## src/rtl/sum_stationary_stream.sv

```systemverilog
// -----------------------------------------------------------------------------
// sum_stationary_stream
//
// Output-stationary NxN systolic matrix-multiply engine with a runtime inner
// dimension K (1..K_MAX). Operand beats (column k of A, row k of B) arrive
// under valid/ready. They pass through per-row/per-column skew registers into
// an NxN grid of multiply-accumulate PEs. After the last beat, the array is
// flushed with zeros for 2N-2 cycles. The C matrix is then drained one row
// per beat under valid/ready backpressure.
//
// Ports
//   clk_i        rising-edge clock
//   reset_i      asynchronous, active-high reset
//   k_len_i      inner dimension, sampled with the first accepted beat
//                (0 or >K_MAX means K_MAX)
//   in_valid_i   operand beat valid
//   in_ready_o   engine accepts an operand beat (IDLE/LOAD only)
//   a_i          column k of A, element r at a_i[r*DATA_WIDTH +: DATA_WIDTH]
//   b_i          row k of B, element c at b_i[c*DATA_WIDTH +: DATA_WIDTH]
//   out_valid_o  c_o holds a valid C row
//   out_ready_i  downstream accepts the row
//   c_o          C[out_row_o][c] at c_o[c*C_DATA_WIDTH +: C_DATA_WIDTH]
//   out_row_o    row index of c_o
//   out_last_o   high with row N-1
//   busy_o       engine not idle
//
// Configuration macro: SUM_STATIONARY_STREAM_SIGNED_EN
//   defined   -> two's complement operands, sign-extended products
//   undefined -> unsigned operands, zero-extended products (default)
//
// N must be at least 2.
// -----------------------------------------------------------------------------
module sum_stationary_stream #(
  parameter int DATA_WIDTH   = 8,
  parameter int N            = 4,
  parameter int K_MAX        = 16,
  parameter int C_DATA_WIDTH = 2*DATA_WIDTH + $clog2(K_MAX)
) (
  input  logic                         clk_i,
  input  logic                         reset_i,
  input  logic [$clog2(K_MAX+1)-1:0]   k_len_i,
  input  logic                         in_valid_i,
  output logic                         in_ready_o,
  input  logic [N*DATA_WIDTH-1:0]      a_i,
  input  logic [N*DATA_WIDTH-1:0]      b_i,
  output logic                         out_valid_o,
  input  logic                         out_ready_i,
  output logic [N*C_DATA_WIDTH-1:0]    c_o,
  output logic [$clog2(N)-1:0]         out_row_o,
  output logic                         out_last_o,
  output logic                         busy_o
);

  localparam int DW        = DATA_WIDTH;
  localparam int CW        = C_DATA_WIDTH;
  localparam int KW        = $clog2(K_MAX+1);
  localparam int RW        = $clog2(N);
  localparam int FLUSH_LEN = 2*N - 2;
  localparam int FW        = $clog2(2*N);

  localparam logic [KW-1:0] K_MAX_L    = KW'(K_MAX);
  localparam logic [FW-1:0] FLUSH_LAST = FW'(FLUSH_LEN - 1);
  localparam logic [RW-1:0] ROW_LAST   = RW'(N - 1);

  typedef enum logic [1:0] {
    ST_IDLE  = 2'd0,
    ST_LOAD  = 2'd1,
    ST_FLUSH = 2'd2,
    ST_DRAIN = 2'd3
  } state_e;

  // With N=1 there is nothing to flush, so loading goes straight to drain.
  localparam state_e POST_LOAD = (FLUSH_LEN == 0) ? ST_DRAIN : ST_FLUSH;

  // Product of one operand pair, extended to accumulator width.
  function automatic logic [CW-1:0] mul_ext(input logic [DW-1:0] a, input logic [DW-1:0] b);
    logic [2*DW-1:0] p;
`ifdef SUM_STATIONARY_STREAM_SIGNED_EN
    p = $signed({{DW{a[DW-1]}}, a}) * $signed({{DW{b[DW-1]}}, b});
    mul_ext = {{(CW-2*DW){p[2*DW-1]}}, p};
`else
    p = {{DW{1'b0}}, a} * {{DW{1'b0}}, b};
    mul_ext = {{(CW-2*DW){1'b0}}, p};
`endif
  endfunction

  state_e          state_r, state_next_s;
  logic            in_ready_r, busy_r, out_valid_r, out_last_r;
  logic [RW-1:0]   row_r, row_next_s;
  logic [KW-1:0]   k_len_r, beat_cnt_r, beat_next_s, eff_k_s;
  logic [FW-1:0]   flush_cnt_r;

  logic            accept_s, flushing_s, advance_s, drain_hs_s, drain_last_s;

  logic [N*DW-1:0] a_edge_s, b_edge_s;
  logic [CW-1:0]   acc_r   [N][N];
  logic [DW-1:0]   west_r  [N][N];
  logic [DW-1:0]   north_r [N][N];
  logic [DW-1:0]   w_in_s  [N][N];
  logic [DW-1:0]   n_in_s  [N][N];
  logic [CW-1:0]   prod_s  [N][N];

  assign accept_s     = in_valid_i & in_ready_r;
  assign flushing_s   = (state_r == ST_FLUSH);
  assign advance_s    = accept_s | flushing_s;
  assign drain_hs_s   = (state_r == ST_DRAIN) & out_valid_r & out_ready_i;
  assign drain_last_s = drain_hs_s & (row_r == ROW_LAST);
  assign beat_next_s  = beat_cnt_r + KW'(1);
  assign eff_k_s      = ((k_len_i == {KW{1'b0}}) || (k_len_i > K_MAX_L)) ? K_MAX_L : k_len_i;

  // Next-state and drain row selection.
  always_comb begin
    state_next_s = state_r;
    row_next_s   = row_r;
    case (state_r)
      ST_IDLE: begin
        if (accept_s) begin
          if (eff_k_s == KW'(1)) begin
            state_next_s = POST_LOAD;
          end else begin
            state_next_s = ST_LOAD;
          end
        end else begin
          state_next_s = ST_IDLE;
        end
      end
      ST_LOAD: begin
        if (accept_s && (beat_next_s == k_len_r)) begin
          state_next_s = POST_LOAD;
        end else begin
          state_next_s = ST_LOAD;
        end
      end
      ST_FLUSH: begin
        if (flush_cnt_r == FLUSH_LAST) begin
          state_next_s = ST_DRAIN;
        end else begin
          state_next_s = ST_FLUSH;
        end
      end
      ST_DRAIN: begin
        if (drain_last_s) begin
          state_next_s = ST_IDLE;
          row_next_s   = {RW{1'b0}};
        end else if (drain_hs_s) begin
          row_next_s   = row_r + RW'(1);
        end else begin
          row_next_s   = row_r;
        end
      end
      default: begin
        state_next_s = ST_IDLE;
        row_next_s   = {RW{1'b0}};
      end
    endcase
  end

  // State register, registered handshake/status outputs and job counters.
  always_ff @(posedge clk_i or posedge reset_i) begin
    if (reset_i) begin
      state_r     <= ST_IDLE;
      in_ready_r  <= 1'b0;
      busy_r      <= 1'b0;
      out_valid_r <= 1'b0;
      out_last_r  <= 1'b0;
      row_r       <= {RW{1'b0}};
      k_len_r     <= {KW{1'b0}};
      beat_cnt_r  <= {KW{1'b0}};
      flush_cnt_r <= {FW{1'b0}};
    end else begin
      state_r     <= state_next_s;
      in_ready_r  <= (state_next_s == ST_IDLE) || (state_next_s == ST_LOAD);
      busy_r      <= (state_next_s != ST_IDLE);
      out_valid_r <= (state_next_s == ST_DRAIN);
      out_last_r  <= (state_next_s == ST_DRAIN) && (row_next_s == ROW_LAST);
      row_r       <= row_next_s;
      if ((state_r == ST_IDLE) && accept_s) begin
        k_len_r    <= eff_k_s;
        beat_cnt_r <= KW'(1);
      end else if ((state_r == ST_LOAD) && accept_s) begin
        beat_cnt_r <= beat_next_s;
      end
      flush_cnt_r <= flushing_s ? (flush_cnt_r + FW'(1)) : {FW{1'b0}};
    end
  end

  // Skew lines: row r of A and column c of B are delayed by r (resp. c)
  // advance steps so that matching k terms meet in PE(r,c).
  for (genvar i = 0; i < N; i++) begin : g_skew
    logic [DW-1:0] a_src_s, b_src_s;
    assign a_src_s = flushing_s ? {DW{1'b0}} : a_i[i*DW +: DW];
    assign b_src_s = flushing_s ? {DW{1'b0}} : b_i[i*DW +: DW];
    if (i == 0) begin : g_direct
      assign a_edge_s[DW-1:0] = a_src_s;
      assign b_edge_s[DW-1:0] = b_src_s;
    end else begin : g_delay
      logic [DW-1:0] a_sk_r [i];
      logic [DW-1:0] b_sk_r [i];
      // Shift operands one skew stage per advance; cleared at end of job.
      always_ff @(posedge clk_i or posedge reset_i) begin
        if (reset_i) begin
          for (int j = 0; j < i; j++) begin
            a_sk_r[j] <= {DW{1'b0}};
            b_sk_r[j] <= {DW{1'b0}};
          end
        end else if (drain_last_s) begin
          for (int j = 0; j < i; j++) begin
            a_sk_r[j] <= {DW{1'b0}};
            b_sk_r[j] <= {DW{1'b0}};
          end
        end else if (advance_s) begin
          a_sk_r[0] <= a_src_s;
          b_sk_r[0] <= b_src_s;
          for (int j = 1; j < i; j++) begin
            a_sk_r[j] <= a_sk_r[j-1];
            b_sk_r[j] <= b_sk_r[j-1];
          end
        end
      end
      assign a_edge_s[i*DW +: DW] = a_sk_r[i-1];
      assign b_edge_s[i*DW +: DW] = b_sk_r[i-1];
    end
  end

  // PE operand routing: column 0 / row 0 take the skew outputs, the rest take
  // the neighbour's forwarded operand.
  always_comb begin
    for (int r = 0; r < N; r++) begin
      w_in_s[r][0] = a_edge_s[r*DW +: DW];
      for (int c = 1; c < N; c++) begin
        w_in_s[r][c] = west_r[r][c-1];
      end
    end
    for (int c = 0; c < N; c++) begin
      n_in_s[0][c] = b_edge_s[c*DW +: DW];
      for (int r = 1; r < N; r++) begin
        n_in_s[r][c] = north_r[r-1][c];
      end
    end
    for (int r = 0; r < N; r++) begin
      for (int c = 0; c < N; c++) begin
        prod_s[r][c] = mul_ext(w_in_s[r][c], n_in_s[r][c]);
      end
    end
  end

  // PE grid: accumulate on advance; during drain the accumulator rows shift
  // up one per handshake so c_o always shows row 0 of the grid.
  always_ff @(posedge clk_i or posedge reset_i) begin
    if (reset_i) begin
      for (int r = 0; r < N; r++) begin
        for (int c = 0; c < N; c++) begin
          acc_r[r][c]   <= {CW{1'b0}};
          west_r[r][c]  <= {DW{1'b0}};
          north_r[r][c] <= {DW{1'b0}};
        end
      end
    end else if (drain_last_s) begin
      for (int r = 0; r < N; r++) begin
        for (int c = 0; c < N; c++) begin
          acc_r[r][c]   <= {CW{1'b0}};
          west_r[r][c]  <= {DW{1'b0}};
          north_r[r][c] <= {DW{1'b0}};
        end
      end
    end else if (drain_hs_s) begin
      for (int c = 0; c < N; c++) begin
        for (int r = 0; r < N-1; r++) begin
          acc_r[r][c] <= acc_r[r+1][c];
        end
        acc_r[N-1][c] <= {CW{1'b0}};
      end
    end else if (advance_s) begin
      for (int r = 0; r < N; r++) begin
        for (int c = 0; c < N; c++) begin
          acc_r[r][c]   <= acc_r[r][c] + prod_s[r][c];
          west_r[r][c]  <= w_in_s[r][c];
          north_r[r][c] <= n_in_s[r][c];
        end
      end
    end
  end

  // Present the top accumulator row on c_o.
  always_comb begin
    c_o = {(N*CW){1'b0}};
    for (int c = 0; c < N; c++) begin
      c_o[c*CW +: CW] = acc_r[0][c];
    end
  end

  assign in_ready_o  = in_ready_r;
  assign out_valid_o = out_valid_r;
  assign out_row_o   = row_r;
  assign out_last_o  = out_last_r;
  assign busy_o      = busy_r;

endmodule

```

## config.mk

```make
export PLATFORM = sky130hd
export DESIGN_NAME = sum_stationary_stream
export DESIGN_NICKNAME = d
export VERILOG_FILES = /design/src/rtl/sum_stationary_stream.sv
export SDC_FILE = /design/constraint.sdc
export NUM_CORES = 2
export LEC_CHECK = 0
export ABC_AREA = 1
export CAP_MARGIN = 25
export CORE_ASPECT_RATIO = 1.25
export CORE_MARGIN = 1
export CORE_UTILIZATION = 55
export CTS_CLUSTER_SIZE = 25
export DETAILED_ROUTE_END_ITERATION = 6
export PLACE_DENSITY = 0.75
export SYNTH_ARGS = -nofsm -noshare
export SYNTH_HDL_FRONTEND = slang
export SYNTH_SLANG_ARGS = --single-unit
```

## constraint.sdc

```tcl
create_clock -name clk_i -period 25.6 [get_ports clk_i]
set_input_delay 5.12 -clock clk_i [delete_from_list [all_inputs] [get_ports clk_i]]
set_output_delay 5.12 -clock clk_i [all_outputs]
set_load 0.01 [all_outputs]
```

==> results.toml <==
[run_status]
status = "complete, no violations"

[clocking]
h-tree-depth = 3
cts_setup_buffers = 0
cts_root_buffer = "clkbuf_16"
cts.reportedPaths.clkPinSlew_ns = 0.06
cts_hold_buf = 0
cts_buffer_depth = 3
numCtsBuffers = 76
cts_tree = "yes"
clkLatencyLatePin_ns = 0.69
post_cts_resized = 0
clock_sinks = 629

[synthesis]
synth_compound_area_share_pct = 7.32
synth_nets = 11900
synth_xor_xnor_area_share_pct = 0.645
synth_ff_type = "dfrtp_1"
ys_ff_latch = 629
synth_cell_type_count = 40
synth-simple-area-share_pct = 20.4
syn-instance-count = 10300
syn_area_mm2 = 0.0747
yosysWarnings = 0
syn_avg_cell_area_um2 = 7.22
synth_top_family_by_area = "adder cells"
async_flop_share_pct = 100
synth_edf_count = 0
yosysSeqAreaShare_pct = 21.1
yosysTopAreaCell = "fa_1"
synth_mux_area_share_pct = 0.0151
synthTopCellsByArea = "fa_1, dfrtp_1, inv_1, nand2_1, ha_1"
synthAdderAreaFrac_pct = 32.5
synth.top_cell.area_share_pct = 21.4

[critical_path]
path_delay_family = "adder cells"
start_kind = "input pin"
path_common_cell = "nand2_1"
crit_type = "in2reg"
crit_buf_inv = 5
crit_slowest_cell = "fa_1"
cp_data_required_time_ns = 26.16
arrival_ns = 9.67
path_cells = "clkdlybuf4s50_1 > nand2_1 > inv_1 > nand2_1 > fa_1 > inv_1 > fa_1 > inv_1 > fa_1 > fa_1 > inv_1 > ha_1 > a21oi_1 > nand2_1 > nand2_1 > nand2_1 > nand2_1 > nand2_1 > nand2_1 > nand3_1 > nand2_1 > nand2_1"
critPathMaxStageDelay_ns = 0.52
cp-end-kind = "flip-flop"
cp_max_fo = 7

[die]
coreArea_mm2 = 0.134
io_pins = 159
dieArea_mm2 = 0.137
row_count = 150
fp.dieW_um = 332
start_util_pct = 55.7
chipHeight_um = 414

[global_routing]
grt_overflow = 0
grt_usage_pct = 30.6
grt_pass1_vias = 62800
grt_max_degree = 169
antenna_found_initial = 1
grt_first_pass_wirelength_mm = 335

[cells_and_area]
diodes = 0
final_cell_mix = "inv_1, nand2_1, fa_1"
syn_to_final_growth_pct = 6.00
layout.nets = 11600
layout_commonest_cell = "inv_1"
utilization_pct = 59.0
layout-drive-gt1-share_pct = 2.14

[flow_run]
cap_violations = 0

[sta]
hold_viol = 0
grt_setup_unrepaired = "no"
fmax_ghz = 0.110
hold_ws_ns = 0.468
worstMarginPinSlew_ns = 1.12
relSlewSlack_pct = 25.5
fin_worst_skew_ns = 0.0424
slew_viol_final = 0
setup_viol = 0
fin_setup_tns_ns = 0
period_share_pct = 35.6
layout_min_cycle_time_ns = 9.12

[routing]
wirelength_mm = 205
dr_total_vias = 62700
vias_per_cell = 5.28
wire_per_inst_um = 17.2
route.antenna.remaining_nets = 0
first_pass_iters = 7
route.detailed.drc = 0
first_iter_violations = 5299

[hold_path]
hold_path.class = "reg2reg"

[placement]
dpl.hpwl_mm = 158
globalplace.congestion = 0.924
portBuffers = 158
-- state kept, by name, indices dropped and copies added, names as in the netlist, 16 cells and up --
register               cells
acc_r                    240
n_in_s                    96
w_in_s                    96
c_o                       80
g_skew.g_delay.a_sk_r     32
g_skew.g_delay.b_sk_r     32
a_edge_s                  16
b_edge_s                  16
-- cells by family (layout without fill, tap and decap cells) --
| logic type | after synthesis | count (layout) |
|---|---|---|
| flip-flops | 629 | 629 |
| adder cells (fa/ha/maj) | 1461 | 1461 |
| buffers and inverters | 3453 | 3243 |
| multiplexers | 1 | 1 |
| AO/OA/AOI/OAI | 970 | 970 |
| AND/OR/NAND/NOR | 3772 | 3772 |
| XOR/XNOR | 55 | 55 |
-- cell usage after synthesis (all sizes together), types with 32 or more instances --
library cell	instances
o31ai	75
clkbuf	325
fa	800
dfrtp	629
o21ai	357
xor2	42
ha	661
nand2	2749
nor3	32
nand3	458
inv	2916
nor2	362
nand4	88
buf	212
a21oi	298
o22ai	176
-- layer usage --
metal	part of all wire [%]	track usage [%]	vias up
met1	42	41.1	30200
met2	46	49.6	2204
met4	4.4	13.1	2
met5	0.0064	0	-
li1	-	-	29900
met3	7.8	4.67	369
-- stage by stage --
stage	setup slack, ns	cell area (µm²)	instances
2_1_floorplan	2.86	74700	10300
3_3_place_gp	15.78	76300	11700
3_5_place_dp	15.79	76300	11700
4_1_cts	16.51	79100	11900
5_1_grt	16.17	79200	11900
6_report	16.48	79200	11900
-- cell type report --
| type | count | area [µm²] |
|---|---|---|
| Fill cell | 12100 | 55000 |
| Clock inverter | 50 | 731 |
| Inverter | 2916 | 11000 |
| Sequential cell | 629 | 15700 |
| Timing Repair Buffer | 187 | 1880 |
| Clock buffer | 90 | 2100 |
| Multi-Input combinational cell | 6259 | 45600 |
| Tap cell | 1748 | 2190 |
-- worst paths after layout --
check                                    startpoint                       end  slack, ns  cells past startpoint
setup / recovery                             b_i[0]       c_o[13]$_DFFE_PP0P_      16.48                     22
hold / removal             flush_cnt_r[2]$_DFF_PP0_  flush_cnt_r[2]$_DFF_PP0_       0.47                      1
setup reg to reg               state_r[1]$_DFF_PP0_       c_o[13]$_DFFE_PP0P_      19.82                     25
hold reg to reg            flush_cnt_r[2]$_DFF_PP0_  flush_cnt_r[2]$_DFF_PP0_       0.47                      1
max in group asynchronous                   reset_i    acc_r[113]$_DFFE_PP0P_      17.48                      5
min in group asynchronous                   reset_i        c_o[7]$_DFFE_PP0P_       4.91                      2
-- worst register-to-register path, delay by kind of cell (launching register included) --
family	cells	cell delay, ns
AO/OA/AOI/OAI	1	0.15
adder cells (fa/ha/maj)	5	2.33
buffers and inverters	7	1.24
flip-flops	1	0.47
AND/OR/NAND/NOR	12	1.47
Power is not shown: default switching activity piles up to over one toggle a cycle in this logic, so the estimate is an artifact.
